==> config.mk <==
export PLATFORM = sky130hd
export DESIGN_NAME = tt_channel_check
export DESIGN_NICKNAME = d
export VERILOG_FILES = /design/src/rtl/tt_check_pkg.sv /design/src/rtl/tt_channel_check.sv
export SDC_FILE = /design/constraint.sdc
export NUM_CORES = 1
export LEC_CHECK = 0
export BUFFER_PORTS_ARGS = -buffer_cell sky130_fd_sc_hd__buf_2
export CAP_MARGIN = 15
export CELL_PAD_IN_SITES_DETAIL_PLACEMENT = 1
export CELL_PAD_IN_SITES_GLOBAL_PLACEMENT = 1
export CORE_AREA = 2 2 77 79
export DETAILED_ROUTE_END_ITERATION = 8
export DIE_AREA = 0 0 79 81
export PLACE_DENSITY_LB_ADDON = 0.12
export SLEW_MARGIN = 10
export SYNTH_ARGS = -nofsm -noshare
export SYNTH_HDL_FRONTEND = slang
export SYNTH_SLANG_ARGS = --single-unit
==> constraint.sdc <==
create_clock -name clk -period 2.7 [get_ports clk]
set_clock_uncertainty 0.2 [all_clocks]
set_input_delay 0.405 -clock clk [delete_from_list [all_inputs] [get_ports clk]]
set_output_delay 0.405 -clock clk [all_outputs]
set_load 0.02 [all_outputs]
==> src/rtl/tt_check_pkg.sv <==
// Shared types and defaults for the truth-table sweep checker.
package tt_check_pkg;

    localparam int          TT_N_IN      = 5;
    localparam logic [31:0] TT_REF_TABLE = 32'hD5BA8AE9;
    localparam int          TT_HOLD_W    = 4;

    typedef enum logic [1:0] {
        ST_IDLE  = 2'd0,
        ST_SWEEP = 2'd1,
        ST_DONE  = 2'd2
    } tt_state_e;

endpackage

==> src/rtl/tt_channel_check.sv <==
// One checker channel: mismatch mask, pass flag and, with TT_ERR_CNT_EN, a saturating mismatch count.
module tt_channel_check
    import tt_check_pkg::*;
#(
    parameter int N_IN = TT_N_IN
) (
    input  logic                 clk,
    input  logic                 rst_n,
    input  logic                 clear_i,
    input  logic                 sample_i,
    input  logic                 last_i,
    input  logic [N_IN-1:0]      arg_i,
    input  logic                 exp_i,
    input  logic                 f_i,
    output logic [2**N_IN-1:0]   mask_o,
    output logic                 pass_o
`ifdef TT_ERR_CNT_EN
    ,
    output logic [N_IN:0]        cnt_o
`endif
);

    localparam int DEPTH = 2**N_IN;

    logic             miss;
    logic [DEPTH-1:0] mask_q, mask_d;
    logic             pass_q, pass_d;

    assign miss = f_i ^ exp_i;

    // pass is resolved on the last sample edge so it is valid alongside done
    always_comb begin
        mask_d = mask_q;
        pass_d = pass_q;
        if (clear_i) begin
            mask_d = '0;
            pass_d = 1'b0;
        end else if (sample_i) begin
            mask_d[arg_i] = miss;
            if (last_i) begin
                pass_d = (mask_d == '0);
            end
        end
    end

    always_ff @(posedge clk or negedge rst_n) begin
        if (!rst_n) begin
            mask_q <= '0;
            pass_q <= 1'b0;
        end else begin
            mask_q <= mask_d;
            pass_q <= pass_d;
        end
    end

    assign mask_o = mask_q;
    assign pass_o = pass_q;

`ifdef TT_ERR_CNT_EN
    localparam logic [N_IN:0] CNT_MAX = (N_IN+1)'(DEPTH);

    logic [N_IN:0] cnt_q, cnt_d;

    always_comb begin
        cnt_d = cnt_q;
        if (clear_i) begin
            cnt_d = '0;
        end else if (sample_i && miss && (cnt_q != CNT_MAX)) begin
            cnt_d = cnt_q + 1'b1;
        end
    end

    always_ff @(posedge clk or negedge rst_n) begin
        if (!rst_n) begin
            cnt_q <= '0;
        end else begin
            cnt_q <= cnt_d;
        end
    end

    assign cnt_o = cnt_q;
`endif

endmodule

==> impl_results.md <==
- Grt ovf: 0
- HPWL after DPL: 4952 um
- Register bit total from synthesis: 33
- Final Max Slew Viols: 0
- Die X: 79 um
- Global-route wire length before repair: 11,270 um
- Total die area: 6399 um2
- Cell type with the highest aggregate area in the netlist: dfrtp_1
- Status: finished, violations left
- Worst slew pin tran: 903.4 ps
- Hold WC Path Type: in2async
- Final period util: 0.7406
- Post-Syn Instances: 254
- Critical path type: in2reg
- CTS clock-pin slew for the worst setup and hold paths: 70 ps
- # setup viols final: 0
- Total wire length: 7015 um
- Core box area: 5675 um2
- DRC violations left: 0
- Critical-path maximum fanout: 14
- Layout Nets: 304
- GR peak layer: met2
- Sink Count: 33
- RSZ-0062 raised after global routing: no
- CTS tree: built
- Pin count of the biggest net entering global routing: 36
- GRT Overall Usage: 0.2307
- Fraction of layout cells with a size suffix above 1: 0.2260
- Post-cts gate resize count: 0
- Detailed Route Iter0 Violations: 93
- DP Area: 2415 um2
- Met1 Resource Use GR: 0.3065
- Max VDD drop: 214.1 uV
- WHS: -24.39 ps
- Yosys warning count: 0
- Placed insts: 360
- Sequential-to-total area share from yosys stat: 0.3866
- Post-synth cell types: 49
- Synth Flop Type: dfrtp_1
- Synthesized Nets: 266
- DR pass1 iterations: 4
- Number of max-cap violations: 0
- Cts hold-fix bufs: 0
- Vias in the first global route: 2,113
- Via density: 5.866
- Most frequent cells after synthesis: 60 x nor2_1, 33 x dfrtp_1, 22 x a211oi_1, 12 x nand2_1
- Final count of hold timing violations: 15
- Worst r2r src: mask_o[25]
- Failing checks: negative hold slack
- CP endpoint kind: register
- Max frequency: 0.5001 GHz
- Number of antenna diodes: 0
- Antenna violations before repair: 0
- Power per cell area: 436.9 nW/um2
- Global routing usage on met2: 0.3754
- R2R setup slack: 830 ps
- Drt wl/cell: 19.11 um
- I/O pin count: 45
- Final TNS setup: 0 ps
- Area Overhead vs Synth: 17.11%
- Met3 GRT Util: 0.04556
- Mean Syn Cell Area: 8.409 um2
- IO Port Bufs: 44
- Clk_lat worst skew: 300 ps
- Initial Utilization: 0.3763
- Post-synth EDFFs: 0
- Synth top area share: 0.3866
- Setup crit start: arg_i[4]
- Count leader, synth: nor2_1
- Final antenna-violating net count: 0
- H-tree depth: 2
- Clock Tree Root: clkbuf_8
- Worst path required time: 2730 ps
- Final GP Congestion: 0.8424
- CP Launch Type: input port
- FP Rows: 28
- Synth async-reset ratio: 1.000
- Synth top area cells: dfrtp_1 39%, nor2_1 11%, a211oi_1 7.7%, mux2i_1 5.2%, a311oi_1 3.3%
- Fillers: 724
- CTS Buffer Depth: 2
- Finished Layout Cells: 367
- Num CTS Buffers: 5
- Detailed-route via count: 2,153
- Tmin final: 2000 ps
- Setup Fix Bufs, Post-CTS: 0
- DIE HEIGHT: 81 um
- Final Instance Area: 2501 um2
- Slew HR: 0.3957
- Critical Path AT: 2030 ps
- Static Leakage: 1.136 nW
- Synthesized area: 2136 um2
[final cells by class]
class                           instances  area (um2)  area share
Clock buffer                            7       86.33     0.03452
Sequential cell                        33       825.8      0.3302
Inverter                                5       18.77    0.007504
Timing Repair Buffer                   51       272.8      0.1091
Tap cell                               75       93.84     0.03752
Multi-Input combinational cell        196        1204      0.4812
[sequential cells by signal, summed over array words and instances (netlist names)]
signal  count
mask_o     32
pass_o      1
[per-layer routing]
metal | up-vias | share of wire
met3 | 13 | 0.051
met1 | 1078 | 0.46
li1 | 1004 | -
met5 | - | 0
met2 | 58 | 0.47
met4 | 0 | 0.021
[through the flow]
step	power [W]	utilization	setup WS, ps	hold slack [ps]
2_1_floorplan	0.0006381	-	859.2	-90.59
3_3_place_gp	0.0007038	0.4255	469.6	328.6
3_5_place_dp	0.0007073	0.4255	402.1	327.7
4_1_cts	0.001103	0.4407	718.2	21.06
5_1_grt	0.001143	0.4407	608.5	41.98
6_report	0.001093	0.4407	700.4	-24.39
[final timing paths]
check,to,depth (start not counted)
min in group clk,pass_o,4
max in group asynchronous,mask_o[8],1
setup reg to reg,pass_o,5
hold / removal,mask_o[15],1
hold reg to reg,pass_o,2
setup / recovery,pass_o,7
[logic make-up (layout without fill, tap and decap cells)]
| family | after synthesis | count (layout) | share of synthesized area |
|---|---|---|---|
| AOI/OAI and AO/OA | 69 | 69 | 0.2308 |
| and+or+nand+nor | 110 | 110 | 0.2496 |
| muxes | 14 | 14 | 0.06737 |
| buffers and inverters | 25 | 63 | 0.05331 |
| DFF | 33 | 33 | 0.3866 |
| xor gates and xnor gates | 3 | 3 | 0.01230 |
[power by group]
part	switching [W]	internal, W
Combinational	0.000131	0.0000588
Clock	0.000193	0.000202
Sequential	0.00000677	0.000501
[layout by cell type (no fill, tap or decap), types with 2 or more instances in the layout]
master	instances
nor2_1	60
buf_2	44
dfrtp_1	33
a211oi_1	22
nand2_1	12
a21oi_1	11
nand3_1	11
mux2i_1	11
o21ai_0	9
a311oi_1	8
buf_4	7
nor2b_1	6
clkbuf_8	6
inv_1	5
nand3b_1	3
a31oi_1	3
mux2_2	3
nand4_1	3
and3_1	2
o221ai_1	2
o22ai_1	2
a32o_1	2
[worst max-delay path: stages]
cell and delay (ps):
buf_2 270, or3b_1 550, o22ai_2 160, and3_1 170
o221ai_1 130, nand4b_1 200, o21ai_1 140
(Power assumes the default switching activity.)
